$ cat src/rtl/sseg_bcd.sv
// rtl/sseg_bcd.sv - sequential 27-bit binary to 8-digit packed BCD converter
//
// Purpose:
//   Converts an unsigned 27-bit value to eight packed BCD digits using a
//   shift-and-add-3 (double-dabble) loop, one bit per clock. One conversion
//   takes 28 cycles from the accepting edge to the done pulse. The result
//   feeds the dat input of sseg_drv.
//
// Ports:
//   clk    in   1   system clock, rising edge
//   rst_n  in   1   asynchronous active-low reset
//   start  in   1   conversion request, honoured only while idle
//   bin    in  27   value to convert, captured on the accepting edge
//   busy   out  1   conversion in progress
//   done   out  1   one-cycle pulse, bcd/ovf valid from this cycle
//   bcd    out 32   packed digits, digit 7 in [31:28], digit 0 in [3:0]
//   ovf    out  1   last converted value exceeded 99,999,999
//
// Configuration:
//   SSEG_BCD_SAT_EN  when defined, an overflowing value reads as 32'h99999999;
//                    otherwise bcd holds the low eight decimal digits.

module sseg_bcd (
  input  logic        clk,
  input  logic        rst_n,
  input  logic        start,
  input  logic [26:0] bin,
  output logic        busy,
  output logic        done,
  output logic [31:0] bcd,
  output logic        ovf
);

  typedef enum logic [1:0] {
    IDLE  = 2'd0,
    SHIFT = 2'd1,
    DONE  = 2'd2
  } state_t;

  state_t      state;
  logic [26:0] operand;   // remaining binary bits, consumed MSB first
  logic [35:0] work;      // nine BCD digits; digit 8 only flags overflow
  logic [4:0]  cnt;       // shifts still to perform
  logic [35:0] work_adj;  // work after the add-3 correction
  logic [62:0] shifted;   // {work_adj, operand} moved up by one bit

  // Any digit >= 5 would become >= 10 after doubling, so pre-add 3 to make
  // the doubling carry into the next digit correctly.
  always_comb begin
    work_adj = work;
    for (int d = 0; d < 9; d++) begin
      if (work[4*d +: 4] >= 4'd5) begin
        work_adj[4*d +: 4] = work[4*d +: 4] + 4'd3;
      end
    end
  end

  // The bit shifted out of the top of digit 8 is always zero because the
  // input never exceeds 134,217,727.
  assign shifted = {work_adj, operand} << 1;

  always_ff @(posedge clk or negedge rst_n) begin
    if (!rst_n) begin
      state   <= IDLE;
      busy    <= 1'b0;
      done    <= 1'b0;
      ovf     <= 1'b0;
      bcd     <= 32'h0000_0000;
      cnt     <= 5'd0;
      work    <= 36'd0;
      operand <= 27'd0;
    end else begin
      done <= 1'b0;
      case (state)
        IDLE: begin
          if (start) begin
            operand <= bin;
            work    <= 36'd0;
            cnt     <= 5'd27;
            busy    <= 1'b1;
            state   <= SHIFT;
          end
        end

        SHIFT: begin
          work    <= shifted[62:27];
          operand <= shifted[26:0];
          cnt     <= cnt - 5'd1;
          if (cnt == 5'd1) begin
            state <= DONE;
          end
        end

        DONE: begin
          // Digit 8 is nonzero exactly when the value exceeds 99,999,999.
          ovf <= (work[35:32] != 4'd0);
`ifdef SSEG_BCD_SAT_EN
          bcd <= (work[35:32] != 4'd0) ? 32'h9999_9999 : work[31:0];
`else
          bcd <= work[31:0];
`endif
          done  <= 1'b1;
          busy  <= 1'b0;
          state <= IDLE;
        end

        default: begin
          state <= IDLE;
          busy  <= 1'b0;
        end
      endcase
    end
  end

endmodule

$ cat config.mk
export PLATFORM = sky130hd
export DESIGN_NAME = sseg_bcd
export DESIGN_NICKNAME = d
export VERILOG_FILES = /design/src/rtl/sseg_bcd.sv
export SDC_FILE = /design/constraint.sdc
export NUM_CORES = 1
export LEC_CHECK = 0
export CAP_MARGIN = 20
export CORE_MARGIN = 2
export CORE_UTILIZATION = 55
export DETAILED_ROUTE_END_ITERATION = 10
export HOLD_SLACK_MARGIN = 0.1
export PLACE_DENSITY = 0.83
export SLEW_MARGIN = 20
export SYNTH_ARGS = -nofsm -noshare
export SYNTH_HDL_FRONTEND = slang
export SYNTH_SLANG_ARGS = --single-unit
$ cat constraint.sdc
create_clock -name clk -period 1.6 [get_ports clk]
set_input_delay 0.16 -clock clk [delete_from_list [all_inputs] [get_ports clk]]
set_output_delay 0.16 -clock clk [all_outputs]
set_load 0.02 [all_outputs]
* Yosys cells after proc, flatten, opt, wreduce, memory -nomap -nowiden *
Cells that the tools add are included.
Widths: inputs -> output; s select.

storage, ports and cells
  bits in registers = 105
  output and inout bits = 35
  logic and storage cells = 60

operators by class
  add/subtract/negate cells = 10
  magnitude comparators = 9
  equal/unequal tests = 5
  multiplexer cells = 21
  bitwise logic cells = 1
  reduce and logical (&&, ||, !) cells = 6

operators by type and width
  kind                 count
  $pmux 36 s2          1
  $pmux 27 s2          1
  $ge 4x3->1 const B   9
  $mux 36              1
  $add 4x2->4 const B  8
  $mux 4               8
  $mux 27              1
  $pmux 5 s2           1
  $reduce_and 2->1     3
  $eq 5x1->1 const B   1
  $mux 5               1
  $sub 5x1->5 const B  1
  $mux 2               2
  $ne 2x2->1 const B   2
  $pmux 2 s2           1
  $reduce_bool 4->1    1
  $add 3x2->3 const B  1
  $mux 3               1
  $eq 2x1->1 const B   1
  $eq 2x2->1 const B   1
  $logic_not 2->1      1
  $mux 1               2
  $pmux 1 s2           1
  $reduce_bool 2->1    1
  $not 1->1            1

* Longest topological paths before layout *
  depth after elaboration = 3
  mapped depth = 5

* Least setup slack after synthesis *
No wires, ideal clock.

  path kind = register to register
  start = register work[24]
  end = register work[26]
  setup time = 104 ps
  arrival = 1,173 ps
  required time = 1,496 ps
  setup slack = 323 ps
  cell stages (with the launch flop) = 6
  cell sequence = dfrtp_1 inv_1 ha_1 nor2b_1 o21a_1 o311ai_1

between the ends
  word-level cells in the longest chain between the ends = 3

ends and longest elaborated chain
  what                                              line    text
  start: declaration                                42      logic [35:0] work;
  start signal: assignment                          86      work <= shifted[62:27];
  $add 4x2->4 / $ge 4x3->1 (equally long branches)  53, 52
  $mux 4 (*)                                        52      if (work[4*d +: 4] >= 4'd5) begin
  $pmux 36 s2 (*)                                   74      case (state)

Mark *: on every way between the ends. The rest lies on a longest branch, timed or not.
A chain may end at the register's enable or synchronous reset.

* Worst setup path in the final report *
  start = register work[16]
  end = register work[17]

The elaborated chain is that of the path after synthesis.

==> flow_metrics.tcl <==
set metrics [dict create \
    synth_flop_cell "dfrtp_1" \
    drt_iter0_drc 270 \
    status "finished, final reports clean" \
    synth_adder_area_share 0.0531 \
    clkTransAtPathRegs_ns 0.10 \
    ios 65 \
    hp-class "input port to async pin" \
    ant_nets 0 \
    grt_usage 0.224 \
    synth_compound_area_frac 0.248 \
    critPathMaxFanout 4 \
    cts_htree_levels 3 \
    critical_path_class "flip-flop to flip-flop" \
    gp_congestion 0.802 \
    syn_nets 535 \
    timing.hold.ws_ns 0.133 \
    setup_tns_ns 0 \
    met3_usage 0.0333 \
    slew-limit-headroom 0.766 \
    place_area_um2 5780 \
    synth_xor_area_frac 0.0142 \
    syn2layout_area_growth_pct 20.9 \
    synthMuxAreaShare 0.00202 \
    synth-edff-count 0 \
    route.vias.total 3844 \
    final_area_um2 5980 \
    avgSynthCellArea_um2 10.2 \
    skew_ns 0.00771 \
    synth_area_um2 4950 \
    drt-pass1-iter-count 5 \
    cts_buffers 9 \
    drc_errors 0 \
    fp.dieH_um 98.9 \
    yosysTopAreaCell "dfrtp_1" \
    cts-root-buf "clkbuf_8" \
    arrival_ns 1.76 \
    wl_um 10600 \
    start_util 0.567 \
    globalRouteOverflowTotal 0 \
    grt_pass1_vias 3882 \
    max_freq_ghz 0.654 \
    die-area_um2 9770 \
    port_buffers 64 \
    fp.dieW_um 98.9 \
    synthArstFlopShare 1.00 \
    grt_use_met1 0.297 \
    p_leak_uw 0.00257 \
    critPathCaptureType "flip-flop" \
    core-area_um2 8720 \
    synthCells 484 \
    yosysWarnings 0 \
    maxCapViolations 0 \
    clock_latency_ns 0.36 \
    ys_top_cells_by_area "dfrtp_1, nand2_1, ha_1, o21ai_0, a22oi_1" \
    r2r_cells 5 \
    grt_pass1_wl_um 17800 \
    clock_path_buffers 2 \
    ys_seq_area_frac 0.531 \
    tightestPinTransition_ns 0.351 \
    ys_ff_latch 105 \
    hold_viol_final 0 \
    wl_per_cell_um 16.1 \
    grt_max_degree 68 \
    fin_cells 658 \
    finalCriticalPeriod_ns 1.53 \
    yosys.area.top_type_share 0.531 \
    postCtsSetupBuffers 0 \
    fin_crit_sh 0.956 \
    clock_sinks 105 \
    placed_cells 643 \
    n_antenna_cell 0 \
    grt_setup_unrepaired "false" \
    antenna_found_initial 0 \
    vias_per_cell 5.84 \
    tritoncts "yes" \
    yosys.area_share.simple 0.0905 \
    p_per_area_nw_per_um2 1770 \
    drv_slew 0 \
    worst_setup_path_start_kind "flip-flop" \
    vdd_ir_drop_max_v 0.000761 \
    hpwl_um 7120 \
    rows 34 \
    grtUsageMet2 0.376 \
    busiest_layer "met2" \
    synth_top_family_by_area "compound AO/OA/AOI/OAI gates" \
    drive_above_1_share 0.0727 \
    yosysUniqueCellTypes 35 \
    nets 598 \
    finalSetupViolCount 0 \
    cp.required_ns 1.83 \
]
-- cells in the mapped netlist, types with 2 or more instances --
library cell and number:
a32o_1 9, buf_2 21, o32ai_1 8, a22oi_1 27, xnor2_1 8, inv_1 41, o2111ai_1 18, o311ai_1 9
o21a_1 9, nand2b_1 3, nand2_1 79, and3_1 2, o21ai_1 19, o21ai_0 51, ha_1 21, o31ai_1 9
clkbuf_1 6, o221ai_1 9, nor2b_1 11, a31o_1 2, nor2_1 4, dfrtp_1 105
-- worst paths after layout --
| kind | from | endpoint | slack [ns] |
|---|---|---|---|
| max in group asynchronous | rst_n | bcd[6] | 0.95 |
| worst min-delay path | rst_n | bcd[28] | 0.13 |
| worst min register to register | bcd[18] | bcd[18] | 0.48 |
| worst max register to register | work[16] | work[17] | 0.07 |
| min in group clk | bin[0] | operand[0] | 0.42 |
| worst max-delay path | work[16] | work[17] | 0.07 |
-- flip-flops by register name, indices dropped and copies added, names as in the netlist --
| name | cells |
|---|---|
| operand | 27 |
| state | 2 |
| work | 36 |
| done | 1 |
| bcd | 32 |
| cnt | 5 |
| busy | 1 |
| ovf | 1 |
-- timing repair --
action / CTS / global route
endpoints found under the setup margin: 0 / 3
gates resized for setup: 0 / 3
hold buffers: 1 / 0
endpoints found under the hold margin: 105 / 0
-- critical path, stage by stage (launching register included) --
cell	delay [ns]
dfrtp_1	0.45
inv_1	0.15
ha_1	0.20
nor2b_1	0.28
o21a_1	0.20
o221ai_1	0.12
-- cell usage in the layout, fill, tap and decap left out, types with 2 or more instances in the layout --
cell type,netlist,final
a22oi_1,27,27
a31o_1,2,2
a32o_1,9,9
and3_1,2,2
buf_12,0,6
buf_4,1,12
clkbuf_8,0,9
clkdlybuf4s50_1,0,63
clkinvlp_4,0,2
dfrtp_1,105,105
ha_1,21,21
inv_1,41,41
nand2_1,79,79
nand2b_1,3,2
nor2_1,4,4
nor2b_1,11,8
nor2b_2,0,3
o2111ai_1,18,18
o21a_1,9,9
o21ai_0,51,51
o21ai_1,19,19
o221ai_1,9,9
o311ai_1,9,8
o31ai_1,9,9
o32ai_1,8,8
xnor2_1,8,8
-- layer usage --
layer / up-vias / part of all wire
met5: - / 0
met4: 0 / 0.012
met3: 10 / 0.035
met2: 79 / 0.52
met1: 1894 / 0.43
li1: 1861 / -
-- cell families after synthesis --
group	Yosys count
AO/OA/AOI/OAI	174
XOR/XNOR	8
adder cells (fa/ha/maj)	21
buffers and inverters	71
flip-flops	105
multiplexers	1
AND/OR/NAND/NOR	104
-- per-stage QoR --
stage / total power, µW / setup slack [ns] / utilization
final: 10600 / 0.0705 / 0.686
after global routing: 11400 / 0.00410 / 0.686
after CTS: 10500 / 0.0620 / 0.685
after detailed placement: 8920 / 0.0515 / 0.663
after global placement: 8600 / 0.116 / 0.663
after floorplan: 7430 / 0.323 / -
-- area by class of cell --
class	instances	area (µm²)
fill	623	2740
sequential	105	2630
clock buffer	9	124
timing repair buffer	82	851
clock inverter	5	58.8
inverter	41	154
multi-input combinational	308	2030
tap	108	135
-- power breakdown --
group	switching (µW)	leakage [µW]	internal, µW
sequential	679	0.00138	3600
clock	884	0.0000872	707
combinational	2620	0.00111	2080
No activity file was read; power rests on OpenSTA's default activity.
